## src/rtl/rot_pkg.sv

```systemverilog
// rot_pkg -- shared definitions for the rotary register-select controller.
//   Holds the position/data widths, the fifteen register bus-select codes
//   and the fetch FSM state type used by rot_ctl and rot_bus_dec.
package rot_pkg;

   localparam int ROT_POS_W  = 4;
   localparam int ROT_DATA_W = 16;
   localparam int ROT_BUS_W  = 11;

   localparam logic [ROT_POS_W-1:0] POS_LAST = 4'd14;

   // Positions 0..7: bit 10 set, position number in bits 9:7.
   localparam logic [ROT_BUS_W-1:0] BUS_SEL_P0 = 11'b100_0000_0000;
   localparam logic [ROT_BUS_W-1:0] BUS_SEL_P1 = 11'b100_1000_0000;
   localparam logic [ROT_BUS_W-1:0] BUS_SEL_P2 = 11'b101_0000_0000;
   localparam logic [ROT_BUS_W-1:0] BUS_SEL_P3 = 11'b101_1000_0000;
   localparam logic [ROT_BUS_W-1:0] BUS_SEL_P4 = 11'b110_0000_0000;
   localparam logic [ROT_BUS_W-1:0] BUS_SEL_P5 = 11'b110_1000_0000;
   localparam logic [ROT_BUS_W-1:0] BUS_SEL_P6 = 11'b111_0000_0000;
   localparam logic [ROT_BUS_W-1:0] BUS_SEL_P7 = 11'b111_1000_0000;
   // Positions 8..14: one-hot named registers.
   localparam logic [ROT_BUS_W-1:0] BUS_SEL_IC = 11'b000_0100_0000;
   localparam logic [ROT_BUS_W-1:0] BUS_SEL_AC = 11'b000_0010_0000;
   localparam logic [ROT_BUS_W-1:0] BUS_SEL_AR = 11'b000_0001_0000;
   localparam logic [ROT_BUS_W-1:0] BUS_SEL_IR = 11'b000_0000_1000;
   localparam logic [ROT_BUS_W-1:0] BUS_SEL_SR = 11'b000_0000_0100;
   localparam logic [ROT_BUS_W-1:0] BUS_SEL_RZ = 11'b000_0000_0010;
   localparam logic [ROT_BUS_W-1:0] BUS_SEL_KB = 11'b000_0000_0001;

   typedef enum logic [1:0] {
      ST_IDLE   = 2'd0,
      ST_SETTLE = 2'd1,
      ST_REQ    = 2'd2,
      ST_HOLD   = 2'd3
   } rot_state_e;

endpackage

```

## src/rtl/rot_bus_dec.sv

```systemverilog
// rot_bus_dec -- combinational decode of switch position to register bus select.
//   pos_i [3:0]  : switch position 0..14
//   bus_o [10:0] : bus select code (all zero for the unused code 15)
module rot_bus_dec
   import rot_pkg::*;
(
   input  logic [ROT_POS_W-1:0] pos_i,
   output logic [ROT_BUS_W-1:0] bus_o
);

   // Position to bus-select lookup.
   always_comb begin
      bus_o = {ROT_BUS_W{1'b0}};
      case (pos_i)
         4'd0:    bus_o = BUS_SEL_P0;
         4'd1:    bus_o = BUS_SEL_P1;
         4'd2:    bus_o = BUS_SEL_P2;
         4'd3:    bus_o = BUS_SEL_P3;
         4'd4:    bus_o = BUS_SEL_P4;
         4'd5:    bus_o = BUS_SEL_P5;
         4'd6:    bus_o = BUS_SEL_P6;
         4'd7:    bus_o = BUS_SEL_P7;
         4'd8:    bus_o = BUS_SEL_IC;
         4'd9:    bus_o = BUS_SEL_AC;
         4'd10:   bus_o = BUS_SEL_AR;
         4'd11:   bus_o = BUS_SEL_IR;
         4'd12:   bus_o = BUS_SEL_SR;
         4'd13:   bus_o = BUS_SEL_RZ;
         4'd14:   bus_o = BUS_SEL_KB;
         default: bus_o = {ROT_BUS_W{1'b0}};
      endcase
   end

endmodule

```

## src/rtl/rot_ctl.sv

```systemverilog
// rot_ctl -- front-panel rotary register selector with display fetch.
//   Synchronizes (and optionally debounces) the step-up/step-down contacts,
//   tracks the 15-position switch, and fetches the selected register over the
//   internal bus while the CPU is stopped, refreshing it periodically.
//   Build option: define ROT_DEBOUNCE_EN to require DEBOUNCE_CYCLES
//   consecutive equal synchronized samples before a contact change is taken.
// Ports:
//   clk_sys, rst_n (async active-low)        -- clock / reset
//   rot_up, rot_dn                            -- raw contacts (asynchronous)
//   cpu_stop, fetch_ack, bus_data[15:0]       -- CPU status and bus response
//   rot_pos[3:0], rot_bus[10:0]               -- position and decoded select
//   fetch_req, disp_data[15:0], disp_valid, fetch_err -- fetch/display status
module rot_ctl
   import rot_pkg::*;
#(
   parameter int unsigned DEBOUNCE_CYCLES = 16,
   parameter int unsigned SETTLE_CYCLES   = 4,
   parameter int unsigned REFRESH_CYCLES  = 1024,
   parameter int unsigned TIMEOUT_CYCLES  = 64
)(
   input  logic                  clk_sys,
   input  logic                  rst_n,
   input  logic                  rot_up,
   input  logic                  rot_dn,
   input  logic                  cpu_stop,
   input  logic                  fetch_ack,
   input  logic [ROT_DATA_W-1:0] bus_data,
   output logic [ROT_POS_W-1:0]  rot_pos,
   output logic [ROT_BUS_W-1:0]  rot_bus,
   output logic                  fetch_req,
   output logic [ROT_DATA_W-1:0] disp_data,
   output logic                  disp_valid,
   output logic                  fetch_err
);

   // One counter width serves every timer in the block.
   localparam int unsigned MAX_A   = (SETTLE_CYCLES > TIMEOUT_CYCLES) ? SETTLE_CYCLES : TIMEOUT_CYCLES;
   localparam int unsigned MAX_B   = (REFRESH_CYCLES > DEBOUNCE_CYCLES) ? REFRESH_CYCLES : DEBOUNCE_CYCLES;
   localparam int unsigned CNT_MAX = (MAX_A > MAX_B) ? MAX_A : MAX_B;
   localparam int          CNT_W   = $clog2(CNT_MAX + 1);

   localparam logic [CNT_W-1:0] SETTLE_LAST  = CNT_W'(SETTLE_CYCLES - 1);
   localparam logic [CNT_W-1:0] TIMEOUT_LAST = CNT_W'(TIMEOUT_CYCLES - 1);
   localparam logic [CNT_W-1:0] REFRESH_LAST = CNT_W'(REFRESH_CYCLES - 1);
   localparam logic [CNT_W-1:0] CNT_ZERO     = {CNT_W{1'b0}};
   localparam logic [CNT_W-1:0] CNT_ONE      = CNT_W'(1);

   // Bit 0 = up contact, bit 1 = down contact throughout.
   logic [1:0] sync1_q, sync2_q, prev_q, lvl_s, rise_s;
   logic       step_up_s, step_dn_s, step_s;

   logic [ROT_POS_W-1:0]  pos_q, pos_d;
   rot_state_e            state_q, state_d;
   logic [CNT_W-1:0]      cnt_q, cnt_d;
   logic [ROT_DATA_W-1:0] disp_data_q, disp_data_d;
   logic                  disp_valid_q, disp_valid_d;
   logic                  fetch_err_q, fetch_err_d;
   logic                  fetch_req_q;

   // Two-flop synchronizer plus previous-level register for edge detection.
   always_ff @(posedge clk_sys or negedge rst_n) begin
      if (!rst_n) begin
         sync1_q <= 2'b00;
         sync2_q <= 2'b00;
         prev_q  <= 2'b00;
      end else begin
         sync1_q <= {rot_dn, rot_up};
         sync2_q <= sync1_q;
         prev_q  <= lvl_s;
      end
   end

`ifdef ROT_DEBOUNCE_EN
   localparam logic [CNT_W-1:0] DEB_LAST = CNT_W'(DEBOUNCE_CYCLES - 1);

   logic [1:0]       stable_q;
   logic [CNT_W-1:0] deb_cnt_q [2];

   // Debounce: a contact level is taken only after DEBOUNCE_CYCLES samples in a row differ from it.
   always_ff @(posedge clk_sys or negedge rst_n) begin
      if (!rst_n) begin
         stable_q     <= 2'b00;
         deb_cnt_q[0] <= CNT_ZERO;
         deb_cnt_q[1] <= CNT_ZERO;
      end else begin
         for (int i = 0; i < 2; i++) begin
            if (sync2_q[i] == stable_q[i]) begin
               deb_cnt_q[i] <= CNT_ZERO;
            end else if (deb_cnt_q[i] == DEB_LAST) begin
               stable_q[i]  <= sync2_q[i];
               deb_cnt_q[i] <= CNT_ZERO;
            end else begin
               deb_cnt_q[i] <= deb_cnt_q[i] + CNT_ONE;
            end
         end
      end
   end

   assign lvl_s = stable_q;
`else
   assign lvl_s = sync2_q;
`endif

   // Opposing steps in the same cycle cancel each other.
   assign rise_s    = lvl_s & ~prev_q;
   assign step_up_s = rise_s[0] & ~rise_s[1];
   assign step_dn_s = rise_s[1] & ~rise_s[0];
   assign step_s    = step_up_s | step_dn_s;

   // Next position, wrapping 14 <-> 0 so code 15 is never reached.
   always_comb begin
      pos_d = pos_q;
      if (step_up_s) begin
         pos_d = (pos_q == POS_LAST) ? 4'd0 : pos_q + 4'd1;
      end else if (step_dn_s) begin
         pos_d = (pos_q == 4'd0) ? POS_LAST : pos_q - 4'd1;
      end else begin
         pos_d = pos_q;
      end
   end

   // Fetch FSM next-state; a step overrides whatever the FSM was doing.
   always_comb begin
      state_d      = state_q;
      cnt_d        = cnt_q;
      disp_data_d  = disp_data_q;
      disp_valid_d = disp_valid_q;
      fetch_err_d  = fetch_err_q;
      if (step_s) begin
         state_d      = ST_SETTLE;
         cnt_d        = CNT_ZERO;
         disp_valid_d = 1'b0;
         fetch_err_d  = 1'b0;
      end else begin
         case (state_q)
            ST_IDLE: begin
               if (cpu_stop) begin
                  state_d = ST_REQ;
                  cnt_d   = CNT_ZERO;
               end else begin
                  state_d = ST_IDLE;
               end
            end
            ST_SETTLE: begin
               if (cnt_q == SETTLE_LAST) begin
                  state_d = cpu_stop ? ST_REQ : ST_IDLE;
                  cnt_d   = CNT_ZERO;
               end else begin
                  cnt_d = cnt_q + CNT_ONE;
               end
            end
            ST_REQ: begin
               if (!cpu_stop) begin
                  state_d = ST_IDLE;
                  cnt_d   = CNT_ZERO;
               end else if (fetch_ack) begin
                  state_d      = ST_HOLD;
                  cnt_d        = CNT_ZERO;
                  disp_data_d  = bus_data;
                  disp_valid_d = 1'b1;
                  fetch_err_d  = 1'b0;
               end else if (cnt_q == TIMEOUT_LAST) begin
                  state_d      = ST_HOLD;
                  cnt_d        = CNT_ZERO;
                  disp_valid_d = 1'b0;
                  fetch_err_d  = 1'b1;
               end else begin
                  cnt_d = cnt_q + CNT_ONE;
               end
            end
            ST_HOLD: begin
               if (!cpu_stop) begin
                  state_d = ST_IDLE;
                  cnt_d   = CNT_ZERO;
               end else if (cnt_q == REFRESH_LAST) begin
                  state_d = ST_REQ;
                  cnt_d   = CNT_ZERO;
               end else begin
                  cnt_d = cnt_q + CNT_ONE;
               end
            end
            default: begin
               state_d = ST_IDLE;
               cnt_d   = CNT_ZERO;
            end
         endcase
      end
   end

   // State, counters and registered outputs; fetch_req tracks the REQ state.
   always_ff @(posedge clk_sys or negedge rst_n) begin
      if (!rst_n) begin
         pos_q        <= 4'd0;
         state_q      <= ST_IDLE;
         cnt_q        <= CNT_ZERO;
         disp_data_q  <= 16'h0000;
         disp_valid_q <= 1'b0;
         fetch_err_q  <= 1'b0;
         fetch_req_q  <= 1'b0;
      end else begin
         pos_q        <= pos_d;
         state_q      <= state_d;
         cnt_q        <= cnt_d;
         disp_data_q  <= disp_data_d;
         disp_valid_q <= disp_valid_d;
         fetch_err_q  <= fetch_err_d;
         fetch_req_q  <= (state_d == ST_REQ);
      end
   end

   rot_bus_dec u_bus_dec (
      .pos_i (pos_q),
      .bus_o (rot_bus)
   );

   assign rot_pos    = pos_q;
   assign fetch_req  = fetch_req_q;
   assign disp_data  = disp_data_q;
   assign disp_valid = disp_valid_q;
   assign fetch_err  = fetch_err_q;

endmodule

```

## config.mk

```make
export PLATFORM = sky130hd
export DESIGN_NAME = rot_ctl
export DESIGN_NICKNAME = d
export VERILOG_FILES = /design/src/rtl/rot_pkg.sv /design/src/rtl/rot_bus_dec.sv /design/src/rtl/rot_ctl.sv
export SDC_FILE = /design/constraint.sdc
export NUM_CORES = 1
export LEC_CHECK = 0
export ABC_AREA = 0
export CAP_MARGIN = 20
export CORE_ASPECT_RATIO = 0.8
export CORE_UTILIZATION = 49
export DETAILED_ROUTE_END_ITERATION = 6
export PLACE_DENSITY = 0.8
export SLEW_MARGIN = 5
export SYNTH_ARGS = -nofsm -noshare
export SYNTH_HDL_FRONTEND = slang
export SYNTH_HIERARCHICAL = 1
export SYNTH_SLANG_ARGS = --single-unit
```

## constraint.sdc

```tcl
create_clock -name clk_sys -period 2.5 [get_ports clk_sys]
set_input_delay 0.25 -clock clk_sys [delete_from_list [all_inputs] [get_ports clk_sys]]
set_output_delay 0.25 -clock clk_sys [all_outputs]
set_load 0.01 [all_outputs]
```

==> reports/metrics.cfg, run 1 <==
[run_status]
status = completed

[clock_network]
clock_latency_ps = 300
ctsResizeCount = 0
cts_buffers = 5
holdBufCountCts = 0
cts.sinks = 42
cts-root-buf = clkbuf_8
cts_tree = built
path_clk_slew_ps = 80
htree_levels = 2
cts_buffer_depth = 2
post-cts-setup-buffer-count = 0

[synth]
synth_fa_ha_area_share_pct = 3.98
synthTopCellsByArea = dfrtp_1, mux2_2, nand2_1
yosysTopAreaCell = dfrtp_1
synth.most_common_cell = dfrtp_1
seq_area_frac_synth_pct = 47.7
synth_area_um2 = 2200
synth_compound_area_share_pct = 15.5
postSynthCellCount = 205
synthArstFlopShare_pct = 100
syn_nets = 234
synth_seq_cells = 42
synth.top_cell.area_share_pct = 47.7
synthXorXnorAreaFrac_pct = 0.795
muxShareOfSynthArea_pct = 8.63
yosys_most_used_dff = dfrtp_1
yosysWarnings = 6
synth_common_cells = dfrtp_1, nand2_1, mux2_2
synth_edf_count = 0
ys_types = 49
avgSynthCellArea_um2 = 10.7
synthSimpleGateAreaFrac_pct = 20.6
synth_top_family_by_area = simple AND/OR/NAND/NOR gates

[routing]
drt.antenna.violating_nets = 0
routed_via_density = 5.47
routedWlPerCell_um = 14.4
firstDrtPassIters = 4
drt-total-wl_um = 4640
drt_iter0_markers = 74
drc = 0
via_count = 1756

[place]
numPortBuffers = 55
place.gp.congestion = 0.835
dp_hpwl_um = 3230

[job]
maxCapViolCount = 0

[critical_path]
cp_slowest_cell = dfrtp_1
worstPathCellList = and4bb_2, clkdlybuf4s50_1
required_ps = 2250
max_stage_delay_ps = 660
worstPathMaxFanout = 20
cp.arrival_ps = 1820
critical_path_class = register to output pin
endpoint_kind = output pin
worst_setup_path_start_kind = register

[sta]
finalSetupViolCount = 0
min_period_ps = 2070
fin_crit_sh_pct = 82.7
slew_headroom_pct = 41.1
slew_viol_final = 0
clock_skew_ps = 5.25
max_freq_ghz = 0.484
rsz0062_at_grt = false
whs_ps = 70.9
tns_ps = 0
worst_pin_slew_ps = 883
hold_viol = 0

[power]
p_leak_nw = 1.27
p_seq_share_pct = 38.0
p_sw_mw = 0.909
comb_power_share_pct = 41.6
switching_share_pct = 34.7
vdd_drop_max_v = 0.000549
intPower_mw = 1.71
p_per_area_nw_per_um2 = 897
pwr-share-clk_pct = 20.5

[floorplanning]
dieWidth_um = 77.0
num_io_pins = 56
fp.dieH_um = 62.0
start_util_pct = 51.8
core-area_um2 = 4260
rows = 21
dieArea_um2 = 4770

[global_routing]
overflow = 0
grtUsageMet1_pct = 32.1
grt_start_max_net_pins = 43
track_usage_pct = 21.5
grt_util_met3_pct = 4.53
grt_pass1_vias = 1570
top_usage_layer = met1
met2_usage_pct = 31.3
grt_pass1_wl_um = 7870
antenna_found_initial = 0

[finish]
area_growth_pct = 32.6
antenna_cells = 0
drive_above_1_share_pct = 15.2
nets = 292
nFillCells = 336

[min_path]
hold_path.class = input pin to async pin

-- worst paths after layout --
kind	slack, ps	to	cells after the start	from
hold / removal	70	disp_data[0]	1	rst_n
min in group clk_sys	350	lvl_s[0]	0	sync1_q[0]
setup reg to reg	430	cnt_q[10]	7	lvl_s[0]
max in group asynchronous	1880	rot_pos[0]	1	rst_n
setup / recovery	430	rot_bus[2]	2	rot_pos[3]
hold reg to reg	350	lvl_s[0]	0	sync1_q[0]
-- state kept, by name (all words and copies together) (netlist names) --
signal,count
disp_data,16
cnt_q,11
rot_pos,4
lvl_s,2
prev_q,2
state_q,2
sync1_q,2
disp_valid,1
fetch_err,1
fetch_req,1
-- worst max-delay path: cells and delay by family, from the launching register on --
| family | cells | cell delay [ps] |
|---|---|---|
| DFF | 1 | 660 |
| and+or+nand+nor | 1 | 310 |
| buffers and inverters | 1 | 550 |
-- cells by family after synthesis --
logic type      Yosys count
compound gates           45
buf+inv                  15
xor+xnor                  2
mux                      17
fa+ha+maj                 7
simple gates             77
flops                    42
-- through the flow --
stage               cell area, um^2  total power [mW]  instances  setup WS, ps  util, %
floorplan                      2200              1.57        205           722        -
global placement               2810              2.07        313           457     66.0
detailed placement             2810              2.09        313           427     66.0
CTS                            2920              2.63        321           402     68.6
global route                   2920              2.79        321           180     68.6
finish                         2920              2.62        321           433     68.6
-- area by class of cell --
class / count / area (um^2) / area share, %
Multi-Input combinational cell: 148 / 1090 / 37.3
Sequential cell: 42 / 1050 / 36.0
Timing Repair Buffer: 58 / 568 / 19.4
Clock buffer: 6 / 72.6 / 2.48
Tap cell: 57 / 71.3 / 2.44
Clock inverter: 2 / 37.5 / 1.28
Inverter: 8 / 30.0 / 1.03
-- cells in the final DEF, fill, tap and decap left out, drive strengths merged, types with 2 or more instances in the layout --
cell / count
o21ai: 11
and4b: 3
and3: 3
clkdlybuf4s50: 54
nor2b: 5
nor3b: 2
mux2: 16
buf: 4
a41oi: 2
nand2b: 3
a211o: 2
xnor2: 2
ha: 7
o211ai: 7
dfrtp: 42
a21oi: 7
nor3: 4
clkbuf: 6
nand2: 24
o21bai: 2
inv: 8
nor4: 3
a2111oi: 2
nor2: 12
and4bb: 3
nand4: 3
nand3: 7
a21o: 2
-- power groups by stage --
stage / clock (mW) / combinational [mW] / sequential (mW)
5_1_grt: 0.573 / 1.19 / 1.03
2_1_floorplan: 0 / 0.552 / 1.02
6_report: 0.536 / 1.09 / 0.995
3_3_place_gp: 0 / 1.07 / 0.998
3_5_place_dp: 0 / 1.09 / 1.00
4_1_cts: 0.542 / 1.10 / 0.992
-- metal layers --
| layer | share of wire [%] | vias to the layer above | wire [um] |
|---|---|---|---|
| met5 | 0 | - | 0 |
| met4 | 1.3 | 0 | 61 |
| met3 | 5.0 | 8 | 233 |
| met2 | 42 | 47 | 1940 |
| met1 | 52 | 831 | 2400 |
| li1 | - | 870 | - |
(Power assumes the default switching activity.)
==> inputs of run 2 (changes only) <==
Clock period 2.5 ns to 1.95 ns, I/O delays scaled along.
==> run 2 against run 1 <==
Sequential power grew 29%. Critical path depth grew 1. First-iteration DRC count decreased by 12%. Critical endpoint unchanged. Total power grew 27%. Final area rose by 3.6%. Wire length up 5.6%. Setup slack got worse by 360 ps. Sequential cell count stayed put. Cell count up 3.4%.
==> reports/metrics.cfg, run 2 (synthesis results as in run 1) <==
[run_status]
status = completed

[sta]
finalSetupViolCount = 0  ; unchanged
max_freq_ghz = 0.533
min_period_ps = 1880
whs_ps = 325  ; +254 ps
worst_pin_slew_ps = 501  ; -382 ps
clock_skew_ps = 3.58  ; -1.67 ps
fin_crit_sh_pct = 96.2
slew_viol_final = 0  ; unchanged
hold_viol = 0  ; unchanged
tns_ps = 0  ; unchanged
rsz0062_at_grt = false
setup_ws_ps = 74.5  ; -358 ps
slew_headroom_pct = 66.6  ; +25 points

[clock_network]
cts-root-buf = clkbuf_8
clock_latency_ps = 300  ; about the same
cts_buffer_depth = 2  ; unchanged
cts_buffers = 5  ; unchanged
htree_levels = 2  ; unchanged
cts_tree = built
cts.sinks = 42  ; unchanged
path_clk_slew_ps = 80  ; about the same

[routing]
drt.antenna.violating_nets = 0  ; unchanged
routedWlPerCell_um = 14.8  ; +2.1%
drc = 0  ; unchanged
routed_via_density = 5.48  ; +0.10%
firstDrtPassIters = 4  ; unchanged
via_count = 1818  ; +3.5%
drt_iter0_markers = 65  ; -12%
drt-total-wl_um = 4900  ; +5.6%

[global_routing]
grtUsageMet1_pct = 31.1  ; -0.92 points
grt_pass1_vias = 1601  ; +2.0%
grt_pass1_wl_um = 7750  ; -1.6%
antenna_found_initial = 0  ; unchanged
track_usage_pct = 21.5  ; about the same
met2_usage_pct = 31.9  ; +0.64 points
grt_start_max_net_pins = 43  ; unchanged
overflow = 0  ; unchanged
grt_util_met3_pct = 4.67  ; +0.15 points
top_usage_layer = met2

[critical_path]
worst_setup_path_start_kind = register
critical_path_class = register to output pin
required_ps = 1750  ; -500 ps
worstPathMaxFanout = 9  ; -55%
endpoint_kind = output pin
cp.arrival_ps = 1680  ; -140 ps

[power]
vdd_drop_max_v = 0.000712  ; +30%
power.total_mw = 3.32  ; +27%
p_leak_nw = 1.32  ; +3.9%
p_per_area_nw_per_um2 = 1100  ; +22%

[finish]
post-route-util_pct = 71.1  ; +2.5 points
largest_reg_flops = 16  ; unchanged
antenna_cells = 0  ; unchanged
drive_above_1_share_pct = 22.2  ; +7.0 points
nets = 303  ; +3.8%
final_common_cell = clkdlybuf4s50_1
final_area_um2 = 3030  ; +3.6%
final_cell_mix = clkdlybuf4s50_1, dfrtp_1, nand2_1
fin_cells = 332  ; +3.4%
area_growth_pct = 37.4

[floorplanning]
core-area_um2 = 4260  ; unchanged
start_util_pct = 51.8  ; unchanged
dieArea_um2 = 4770  ; unchanged
dieWidth_um = 77.0  ; unchanged
fp.dieH_um = 62.0  ; unchanged
rows = 21  ; unchanged
num_io_pins = 56  ; unchanged

[min_path]
hold_path.class = input pin to register

[place]
numPortBuffers = 55  ; unchanged
placed_area_um2 = 2880  ; +2.4%
pre_cts_slack_ps = -60.7  ; -488 ps
place.gp.congestion = 0.888  ; +6.4%
dp_hpwl_um = 3490  ; +7.8%
place_inst = 322  ; +2.9%

[job]
maxCapViolCount = 0  ; unchanged

run 2: cell count changes in the layout (fill, tap and decap cells not counted), sizes merged:
| cell | before | now |
|---|---|---|
| clkinv | 0 | 2 |
| clkbuf | 6 | 5 |
| bufinv | 1 | 0 |
| dlygate4sd3 | 0 | 1 |
| dlygate4sd2 | 0 | 1 |
| buf | 4 | 14 |
| clkdlybuf4s50 | 54 | 53 |
run 2: layout make-up:
type | instances | area, um^2
clock buffers | 5 | 68.8
clock inverters | 3 | 21.3
fillers | 330 | 1230
inverters | 8 | 30.0
multi-input cells | 148 | 1130
flip-flops and latches | 42 | 1060
well taps | 57 | 71.3
repair buffers | 69 | 652
run 2: timing repair:
action | CTS | global route
endpoints found under the setup margin | 9 | 19
gates resized for setup | 6 | 7
pin swaps | 0 | 1
hold buffers | 1 | 0
endpoints found under the hold margin | 42 | 0
buffers inserted | 1 | 0
run 2: per-layer routing:
metal	share of wire (%)	vias up
li1	-	888
met1	49	865
met2	43	58
met3	6.5	7
met4	1.7	0
met5	0	-
run 2: worst max-delay path, stage by stage (launching register included):
cell and delay (ps):
dfrtp_2 410, buf_4 160, and4bb_2 280, clkdlybuf4s50_1 530
run 2: worst paths after layout:
check,start,endpoint,slack [ps],cells after the start
setup / recovery,rot_pos[0],rot_bus[2],70,3
hold / removal,rot_up,sync1_q[0],330,1
setup reg to reg,cnt_q[6],cnt_q[7],100,5
hold reg to reg,sync1_q[1],lvl_s[1],350,0
max in group asynchronous,rst_n,rot_pos[1],1100,3
min in group asynchronous,rst_n,prev_q[1],480,3
run 2: report_power, final:
part / switching [mW] / internal, mW / leakage, nW
Clock: 0.319 / 0.252 / 0.0441
Combinational: 0.661 / 0.808 / 0.729
Sequential: 0.229 / 1.05 / 0.550
Total: 1.21 / 2.11 / 1.32
==> inputs of run 3 (changes only) <==
Settings changed: CORE_UTILIZATION 49 to 51, CTS_BUF_LIST from default to sky130_fd_sc_hd__clkbuf_4 sky130_fd_sc_hd__clkbuf_8, PLACE_DENSITY 0.8 to 0.83.
==> run 3 against run 2 <==
Clock-buffer cell count rose by 1. Wire length rose by 8.8%. Clock power rose by 20%. Cell count did not move. Critical path type unchanged. Largest power group unchanged. Highest routed layer unchanged.
==> reports/metrics.cfg, run 3 (synthesis results as in run 1) <==
[finish]
final_area_um2 = 3070  ; +1.5%
largest_reg_flops = 16  ; unchanged
final_common_cell = clkdlybuf4s50_1
final_cell_mix = clkdlybuf4s50_1, dfrtp_1, nand2_1
drive_above_1_share_pct = 22.4  ; +0.20 points
nets = 305  ; +0.66%
fin_cells = 332  ; unchanged
area_growth_pct = 39.4
antenna_cells = 0  ; unchanged

[routing]
drc = 0  ; unchanged
drt-total-wl_um = 5330  ; +8.8%
routedWlPerCell_um = 16.0  ; +8.8%
routed_via_density = 5.67  ; +3.5%
via_count = 1882  ; +3.5%
drt_iter0_markers = 125  ; +92%
firstDrtPassIters = 4  ; unchanged
drt.antenna.violating_nets = 0  ; unchanged

[global_routing]
grt_start_max_net_pins = 43  ; unchanged
grt_pass1_vias = 1766  ; +10%
overflow = 0  ; unchanged
grt_pass1_wl_um = 8320  ; +7.4%
antenna_found_initial = 0  ; unchanged
track_usage_pct = 24.9  ; +3.3 points

[sta]
min_period_ps = 1900  ; +26.3 ps
max_freq_ghz = 0.526  ; -1.4%
slew_viol_final = 0  ; unchanged
clock_skew_ps = 6.81  ; +3.23 ps
hold_viol = 0  ; unchanged
finalSetupViolCount = 0  ; unchanged
fin_crit_sh_pct = 97.5  ; +1.3 points
worst_pin_slew_ps = 546  ; +44.2 ps
whs_ps = 346  ; +20.5 ps
slew_headroom_pct = 63.5  ; -3.1 points
setup_ws_ps = 48.2  ; -26.3 ps

[clock_network]
cts.sinks = 42  ; unchanged
htree_levels = 2  ; unchanged
cts_buffers = 5  ; unchanged
clock_latency_ps = 290  ; about the same
cts_buffer_depth = 2  ; unchanged
cts-root-buf = clkbuf_8
path_clk_slew_ps = 80  ; about the same
cts_tree = built

[critical_path]
cp.arrival_ps = 1710  ; +30 ps
required_ps = 1750  ; about the same
worstPathMaxFanout = 12  ; +3
reg2reg_slack_ps = 90  ; about the same
critical_path_class = register to output pin
worst_setup_path_start_kind = register
endpoint_kind = output pin

[job]
maxCapViolCount = 0  ; unchanged

[place]
place_inst = 322  ; unchanged
place.gp.congestion = 0.908  ; +2.2%
placed_area_um2 = 2890  ; +0.43%
dp_hpwl_um = 3780  ; +8.3%
numPortBuffers = 55  ; unchanged
pre_cts_slack_ps = -31.5  ; +29.2 ps

[floorplanning]
dieArea_um2 = 4590  ; -3.8%
start_util_pct = 55.7  ; +4.0 points
num_io_pins = 56  ; unchanged
core-area_um2 = 3950  ; -7.1%
fp.dieH_um = 60.8  ; -1.9%
dieWidth_um = 75.5  ; -1.9%
rows = 20  ; -4.8%

[min_path]
hold_path.class = input pin to register

[power]
pwr-share-clk_pct = 19.7  ; +2.5 points
p_sw_mw = 1.20  ; -0.44%
switching_share_pct = 34.7  ; -1.7 points
p_per_area_nw_per_um2 = 1130  ; +2.9%
p_seq_share_pct = 37.2  ; -1.4 points
comb_power_share_pct = 43.0  ; -1.2 points
p_leak_nw = 1.39  ; +5.1%
intPower_mw = 2.27  ; +7.2%
vdd_drop_max_v = 0.00110  ; +55%

[run_status]
status = completed

[run 3: cell count changes in the layout (fill, tap and decap cells not counted), sizes merged]
cell	change
clkbuf	+1
bufinv	+1
clkdlybuf4s50	-2
buf	+2
dlygate4sd2	-1
clkinv	-2
dlymetal6s2s	+3
[run 3: stage by stage]
stage | total power [mW] | setup TNS [ps] | utilization (%)
global placement | 2.68 | 0 | 73.1
finish | 3.47 | 0 | 77.7
CTS | 3.43 | 0 | 76.4
floorplan | 2.01 | 0 | -
global route | 3.67 | -2.00 | 77.7
detailed placement | 2.73 | -75.9 | 73.1
[run 3: final timing paths]
check / startpoint / to / cells after the start
setup / recovery: rot_pos[0] / rot_bus[0] / 3
hold / removal: rot_up / sync1_q[0] / 1
setup reg to reg: cnt_q[6] / cnt_q[9] / 5
hold reg to reg: sync1_q[0] / lvl_s[0] / 0
max in group asynchronous: rst_n / rot_pos[1] / 3
min in group asynchronous: rst_n / disp_data[1] / 3
[run 3: area by class of cell]
class,instances,area [um^2]
Sequential cell,42,1050
Tap cell,55,68.8
Clock buffer,6,76.3
Fill cell,269,882
Multi-Input combinational cell,148,1130
Clock inverter,2,37.5
Inverter,8,30.0
Timing Repair Buffer,71,676
[run 3: power groups by stage]
stage / registers [mW] / clock network, mW / logic (mW)
2_1_floorplan: 1.30 / 0 / 0.708
3_3_place_gp: 1.27 / 0 / 1.41
3_5_place_dp: 1.28 / 0 / 1.44
4_1_cts: 1.27 / 0.699 / 1.46
5_1_grt: 1.33 / 0.724 / 1.62
6_report: 1.29 / 0.684 / 1.49
[run 3: layer usage]
layer | wire length, um | GRT usage (%)
met5 | 0 | 0
met4 | 31 | 9.52
met3 | 365 | 6.15
met2 | 2550 | 40.7
met1 | 2380 | 32.3
[run 3: worst max-delay path, stage by stage (launching register included)]
cell and delay [ps]:
dfrtp_2 440, buf_4 180, and4b_1 250, clkdlybuf4s50_1 550
[run 3: what timing repair did]
item	CTS	global route
buffers inserted	0	1
gates resized for setup	2	12
gates cloned	0	0
endpoints found under the setup margin	4	20
hold endpoints to repair	42	0
hold buffers	1	0
